`src/rtl/gpio_config_shifter.sv`:
```
// Serial pad-configuration chain driver: shifts one CFG_BITS word per pad, MSB first, then latches.
// Optional macro GPIO_CFG_SPLIT_CHAIN_EN splits the pads into two chains shifted in parallel.
module gpio_config_shifter #(
    parameter int NUM_PADS = 38,
    parameter int CFG_BITS = 13,
    parameter int CLK_DIV  = 2
) (
    input  logic                        wb_clk_i,
    input  logic                        wb_rst_i,
    input  logic                        start,
    output logic [$clog2(NUM_PADS)-1:0] cfg_rd_addr,
    input  logic [CFG_BITS-1:0]         cfg_rd_data,
`ifdef GPIO_CFG_SPLIT_CHAIN_EN
    output logic                        serial_data_out_2,
    output logic [$clog2(NUM_PADS)-1:0] cfg_rd_addr_2,
    input  logic [CFG_BITS-1:0]         cfg_rd_data_2,
`endif
    output logic                        serial_clock,
    output logic                        serial_data_out,
    output logic                        serial_load,
    output logic                        busy,
    output logic                        done
);

    localparam int AW = $clog2(NUM_PADS);
    localparam int BW = (CFG_BITS > 1) ? $clog2(CFG_BITS) : 1;
    localparam int PW = (CLK_DIV > 1) ? $clog2(CLK_DIV) : 1;
`ifdef GPIO_CFG_SPLIT_CHAIN_EN
    localparam int CHAIN_PADS = NUM_PADS / 2;
`else
    localparam int CHAIN_PADS = NUM_PADS;
`endif
    localparam logic [AW-1:0] LAST_PAD = AW'(CHAIN_PADS - 1);
    localparam logic [BW-1:0] LAST_BIT = BW'(CFG_BITS - 1);
    localparam logic [PW-1:0] LAST_PH  = PW'(CLK_DIV - 1);

    typedef enum logic [2:0] {
        S_IDLE,
        S_SHIFT_LO,
        S_SHIFT_HI,
        S_LOAD,
        S_DONE
    } state_t;

    state_t          r_state;
    logic [AW-1:0]   r_pad;
    logic [BW-1:0]   r_bit;
    logic [PW-1:0]   r_ph;
    logic            r_sclk;
    logic            r_hold;
    logic            r_load;
    logic            r_busy;
    logic            r_done;
    logic            w_phase_end;
    logic            w_bit;

    assign w_phase_end = (r_ph == LAST_PH);
    assign w_bit       = cfg_rd_data[r_bit];

    // Data is presented straight from the read port in the low phase and
    // frozen for the high phase so the pad chain sees a stable bit at the rise.
    assign serial_data_out = (r_state == S_SHIFT_LO) ? w_bit : r_hold;
    assign cfg_rd_addr     = r_pad;
    assign serial_clock    = r_sclk;
    assign serial_load     = r_load;
    assign busy            = r_busy;
    assign done            = r_done;

`ifdef GPIO_CFG_SPLIT_CHAIN_EN
    logic r_hold_2;
    logic w_bit_2;

    assign w_bit_2           = cfg_rd_data_2[r_bit];
    assign serial_data_out_2 = (r_state == S_SHIFT_LO) ? w_bit_2 : r_hold_2;
    assign cfg_rd_addr_2     = r_pad + AW'(CHAIN_PADS);

    always_ff @(posedge wb_clk_i or posedge wb_rst_i) begin
        if (wb_rst_i) begin
            r_hold_2 <= 1'b0;
        end else if (r_state == S_SHIFT_LO) begin
            r_hold_2 <= w_bit_2;
        end else if (r_state != S_SHIFT_HI) begin
            r_hold_2 <= 1'b0;
        end
    end
`endif

    always_ff @(posedge wb_clk_i or posedge wb_rst_i) begin
        if (wb_rst_i) begin
            r_state <= S_IDLE;
            r_pad   <= '0;
            r_bit   <= '0;
            r_ph    <= '0;
            r_sclk  <= 1'b0;
            r_hold  <= 1'b0;
            r_load  <= 1'b0;
            r_busy  <= 1'b0;
            r_done  <= 1'b0;
        end else begin
            unique case (r_state)
                S_IDLE: begin
                    r_hold <= 1'b0;
                    if (start) begin
                        r_state <= S_SHIFT_LO;
                        r_pad   <= LAST_PAD;
                        r_bit   <= LAST_BIT;
                        r_ph    <= '0;
                        r_sclk  <= 1'b0;
                        r_busy  <= 1'b1;
                    end
                end
                S_SHIFT_LO: begin
                    r_hold <= w_bit;
                    if (w_phase_end) begin
                        r_ph    <= '0;
                        r_sclk  <= 1'b1;
                        r_state <= S_SHIFT_HI;
                    end else begin
                        r_ph <= r_ph + PW'(1);
                    end
                end
                S_SHIFT_HI: begin
                    if (w_phase_end) begin
                        r_ph   <= '0;
                        r_sclk <= 1'b0;
                        if (r_bit != '0) begin
                            r_bit   <= r_bit - BW'(1);
                            r_state <= S_SHIFT_LO;
                        end else if (r_pad != '0) begin
                            r_bit   <= LAST_BIT;
                            r_pad   <= r_pad - AW'(1);
                            r_state <= S_SHIFT_LO;
                        end else begin
                            r_hold  <= 1'b0;
                            r_load  <= 1'b1;
                            r_state <= S_LOAD;
                        end
                    end else begin
                        r_ph <= r_ph + PW'(1);
                    end
                end
                S_LOAD: begin
                    if (w_phase_end) begin
                        r_ph    <= '0;
                        r_load  <= 1'b0;
                        r_busy  <= 1'b0;
                        r_done  <= 1'b1;
                        r_state <= S_DONE;
                    end else begin
                        r_ph <= r_ph + PW'(1);
                    end
                end
                S_DONE: begin
                    r_done  <= 1'b0;
                    r_state <= S_IDLE;
                end
                default: begin
                    r_state <= S_IDLE;
                end
            endcase
        end
    end

endmodule
```
`config.mk`:
```
export PLATFORM = sky130hd
export DESIGN_NAME = gpio_config_shifter
export DESIGN_NICKNAME = d
export VERILOG_FILES = /design/src/rtl/gpio_config_shifter.sv
export SDC_FILE = /design/constraint.sdc
export NUM_CORES = 1
export LEC_CHECK = 0
export CAP_MARGIN = 20
export CORE_UTILIZATION = 50
export DETAILED_ROUTE_END_ITERATION = 16
export PLACE_DENSITY = 0.79
export RECOVER_POWER = 100
export SLEW_MARGIN = 25
export SYNTH_ARGS = -nofsm -noshare
export SYNTH_HDL_FRONTEND = slang
export SYNTH_SLANG_ARGS = --single-unit
```
`constraint.sdc`:
```
create_clock -name wb_clk_i -period 2.7 [get_ports wb_clk_i]
set_input_delay 0.54 -clock wb_clk_i [delete_from_list [all_inputs] [get_ports wb_clk_i]]
set_output_delay 0.54 -clock wb_clk_i [all_outputs]
set_load 0.01 [all_outputs]
```
* After elaboration in Yosys (flattened, before gate mapping)
Index checks and enable logic that the tools add are counted.
Word-level totals: register bits 19, bits of input ports 16, output and inout port bits 11
Cells by class: add/sub/neg operators 3, magnitude comparators 1, equality and inequality tests 12, muxes and demuxes 37, reduce and logical (&&, ||, !) cells 19
Operators by type and width (count):
- $mux 6 | 4
- $mux 4 | 4
- $reduce_and 4->1 | 4
- $ne 2x2->1 const B | 7
- $mux 1 | 13
- $mux 3 | 4
- $pmux 3 s4 | 1
- $pmux 6 s2 | 1
- $reduce_and 5->1 | 2
- $reduce_bool 2->1 | 5
- $pmux 1 s2 | 4
- $pmux 4 s2 | 1
- $eq 3x2->1 const B | 2
- $pmux 1 s3 | 2
- $reduce_bool 6->1 | 1
- $sub 6x1->6 const B | 1
- $lt 4x5->1 const B | 1
- $bmux 1 s4 | 1
- $mux 2 | 2
- $reduce_and 2->1 | 2
- $reduce_bool 4->1 | 1
- $sub 4x1->4 const B | 1
- $eq 3x1->1 const B | 1
- $eq 3x3->1 const B | 1
- 6 further kinds | 6

* Logic depth before layout (Yosys ltp)
depth after elaboration 5, gate-level depth with buffers 7, gate-level depth less buffers 6

* Worst setup path before layout
OpenSTA, ideal clock, no wires.
path kind reg2reg, from reg r_bit[1], to reg r_pad[3] (netlist: cfg_rd_addr[3]), setup time 0.128 ns, arrival time 1.953 ns, setup slack 0.619 ns, cell stages (with the launch flop) 8, buffers on the path 1, cells stage by stage dfrtp_1 clkbuf_1 inv_1 ha_1 nor3b_4 a21bo_4 a2111oi_4 mux2_1
Between the ends: word-level cells in the longest chain between the ends 3
Ends and longest elaborated chain:
- from (decl) | RTL line 47 | logic [BW-1:0] r_bit;
- from (signal assigned) | RTL line 127 | r_bit <= r_bit - BW'(1);
- $reduce_bool 4->1 | RTL line 126 | if (r_bit != '0) begin
- $ne 2x2->1 (no source line)
- $reduce_and 5->1 (no source line)
- to (signal assigned) | RTL line 131 | r_pad <= r_pad - AW'(1);
- to (decl) | RTL line 46 | logic [AW-1:0] r_pad;
Every way passes these cells. A chain may end at the register's enable or synchronous reset.

* Final worst setup path
Same ends and word-level chain as after synthesis.

==> results.md <==
- GPL Wtd Cong: 0.757
- Max-cap violations: 0
- Final setup fails: 0
- Worst Setup End Kind: flop
- Wire per inst: 14.8 um
- Grt met3 use: 2.34%
- Critical Path Stages: 6
- Slew @ Worst Pin: 0.718 ns
- Routed Antenna Nets: 0
- Busiest grt layer: met2
- All-layer global routing usage: 23.9%
- Initial DRC count: 24
- Met1 usage: 28.7%
- Final wirelength: 2770 um
- Final Cell Area: 1520 sq um
- Max VDD drop: 0.715 mV
- Internal: 0.758 mW
- Crit path largest cell delay: 0.50 ns
- Vias: 1082
- Synth unique cells: 35
- Post-layout util: 67.2%
- Sw frac: 45.2%
- Worst hold stages: 2
- Yosys top cell by area: dfrtp_1
- Buffers & Inverters on Critical Path: 1
- Pre-CTS setup slack: -0.0552 ns
- Via/cell ratio: 5.76
- Chip height: 51.6 um
- Antenna diodes: 0
- Combinational power share: 49.9%
- CP delay by family, top: compound AO/OA/AOI/OAI gates
- Crit path cell chain: inv_1, ha_1, nor3b_1, a21bo_4, a2111oi_4, mux2_1
- R2R cell count: 6
- Met2 Use GR: 43.7%
- Worst EP arrival: 2.63 ns
- CTS tree: done
- CTS buffer count: 3
- Fin crit share: 90.3%
- Max-slew violations: 0
- Max transition margin: 52.1%
- Setup TNS: 0 ns
- Share of layout cells above drive strength 1: 7.50%
- Die Wd: 51.6 um
- Top-area cell type share of the netlist area: 38.7%
- Sequential element share of the synthesized area: 38.7%
- Dpl cells: 184
- Worst Hold Class: flop to flop
- Yosys reg bits: 19
- Avg Inst Size Synth: 9.03 sq um
- Total leakage power: 0.646 nW
- Max frequency: 410 MHz
- FP Rows: 17
- CTS Hold Bufs: 0
- Mapped cell area: 1230 sq um
- Buffers on Ports: 26
- Worst skew pair latency: 0.31 ns
- Final critical-path setup slack: 0.262 ns
- Post-DP HPWL: 2010 um
- Reg clk slew, reported paths: 0.12 ns
- Crit Path Category: flop to flop
- First-pass GRT wire length: 4710 um
- Placeable Area: 2250 sq um
- Hold slack: 0.521 ns
- Yosys warns: 0
- H-tree depth: 1
- CTS Root Cell: clkbuf_4
- Most common cell after layout, fill and taps aside: dfrtp_1
- Nets: 181
- Min cycle time layout: 2.44 ns
- Slowest CP cell: dfrtp_1
- CTS sink count: 19
- Antenna violations before repair: 0
- Max reg flops: 6
- RSZ-0062 raised after global routing: false
- Post-Synthesis Cells: 136
- DR pass1 iterations: 5
- Pwr Density: 913 nW/um^2
- Req. time, crit path: 2.89 ns
- # IOs: 27
- Largest net degree at the start of global routing: 20
- Status: complete, no violations
- Pwr Total: 1.38 mW
- Final Non-Filler Cells: 188
- Drt drc: 0
- Vias in the first global route: 1096
- Setup bufs post-CTS: 0
- Net Switching: 0.625 mW
- Longest Clk Path Bufs: 2
- Clock power frac: 11.0%
- Commonest non-fill, non-tap cells in the layout: 17 x dfrtp_1, 13 x clkdlybuf4s50_1, 12 x inv_1, 12 x dlygate4sd3_1, 11 x nor2_1
- Synth area leaders: dfrtp_1 39%, mux2i_1 7.3%, ha_1 4.1%, inv_1 3.7%, nor2_1 3.4%
- Placed cell area: 1500 sq um
- Initial Util: 54.5%
- Grt ovf: 0
- CP max FO: 8
- Syn_nets: 156
- Clock Skews: 0.00957 ns
- Hold Fails Final Rpt: 0
- Sequential fraction of design power: 39.1%
- Area Overhead vs Synth: 23.3%
- Startpoint types: flop
- Die area: 2660 sq um
## worst min-delay path: cells and delay by family (launching register included)
family / cells / cell delay [ns]
DFF: 1 / 0.37
and+or+nand+nor: 1 / 0.08
AOI/OAI and AO/OA: 1 / 0.04
## Yosys cell counts
cell        n
a22o_1      1
or3_1       3
nor2b_1     5
and2_1      1
nand4_1     2
buf_6       1
buf_2       1
a21oi_1     6
a21o_1      1
inv_1      12
a311o_1     1
dfrtp_1    19
a211oi_1    2
and3_1      4
nor3_1      5
nand2b_1    1
o311ai_0    2
nor2_1     11
o31ai_1     2
o21ai_0     8
ha_1        4
a41oi_1     1
o22ai_1     3
a31oi_1     1
nor3b_4     1
a2111oi_4   1
nand2_1    10
mux2_1      1
mux2i_1     9
a21bo_4     1
mux2_2      3
a311oi_1    1
nor4_1      1
clkbuf_1    6
nand3_1     5
## final cells by class
type / instances / area [sq um]
clock inverters: 1 / 7.51
fillers: 196 / 739
clock buffers: 3 / 22.5
flip-flops and latches: 19 / 478
multi-input cells: 97 / 658
well taps: 28 / 35.0
repair buffers: 28 / 269
inverters: 12 / 45.0
## power by group through the flow
stage / clock network, mW / logic, mW / registers (mW)
5_1_grt: 0.165 / 0.770 / 0.562
3_5_place_dp: 0 / 0.720 / 0.549
2_1_floorplan: 0 / 0.545 / 0.478
6_report: 0.152 / 0.689 / 0.541
3_3_place_gp: 0 / 0.687 / 0.540
4_1_cts: 0.155 / 0.725 / 0.545
## per-layer routing
layer / vias to the layer above / part of all wire, %
met4: 0 / 0.97
met5: - / 0
li1: 529 / -
met2: 30 / 49
met3: 4 / 3.7
met1: 519 / 46
## what timing repair did
item                                    in CTS  in global routing
pin swaps                                    0                  0
endpoints found under the setup margin       1                  1
endpoints found under the hold margin        0                  0
gates resized for setup                      2                  2
## logic make-up after synthesis
group,Yosys count,share of synthesized area [%]
adder cells (fa/ha/maj),4,4.07
AND/OR/NAND/NOR,49,20.7
buffers and inverters,20,6.82
flip-flops,19,38.7
multiplexers,13,11.0
AO/OA/AOI/OAI,31,18.7
## path summary, 6_finish.rpt
kind / start / end / slack (ns)
max: r_bit[1]$_DFFE_PP0P_ / cfg_rd_addr[3]$_DFFE_PP0P_ / 0.26
min: serial_load$_DFFE_PP0P_ / serial_load$_DFFE_PP0P_ / 0.52
max reg2reg: r_bit[1]$_DFFE_PP0P_ / cfg_rd_addr[3]$_DFFE_PP0P_ / 0.26
min reg2reg: serial_load$_DFFE_PP0P_ / serial_load$_DFFE_PP0P_ / 0.52
max in group asynchronous: wb_rst_i / r_bit[3]$_DFFE_PP0P_ / 1.42
min in group asynchronous: wb_rst_i / busy$_DFFE_PP0P_ / 0.77
(Power assumes the default switching activity.)
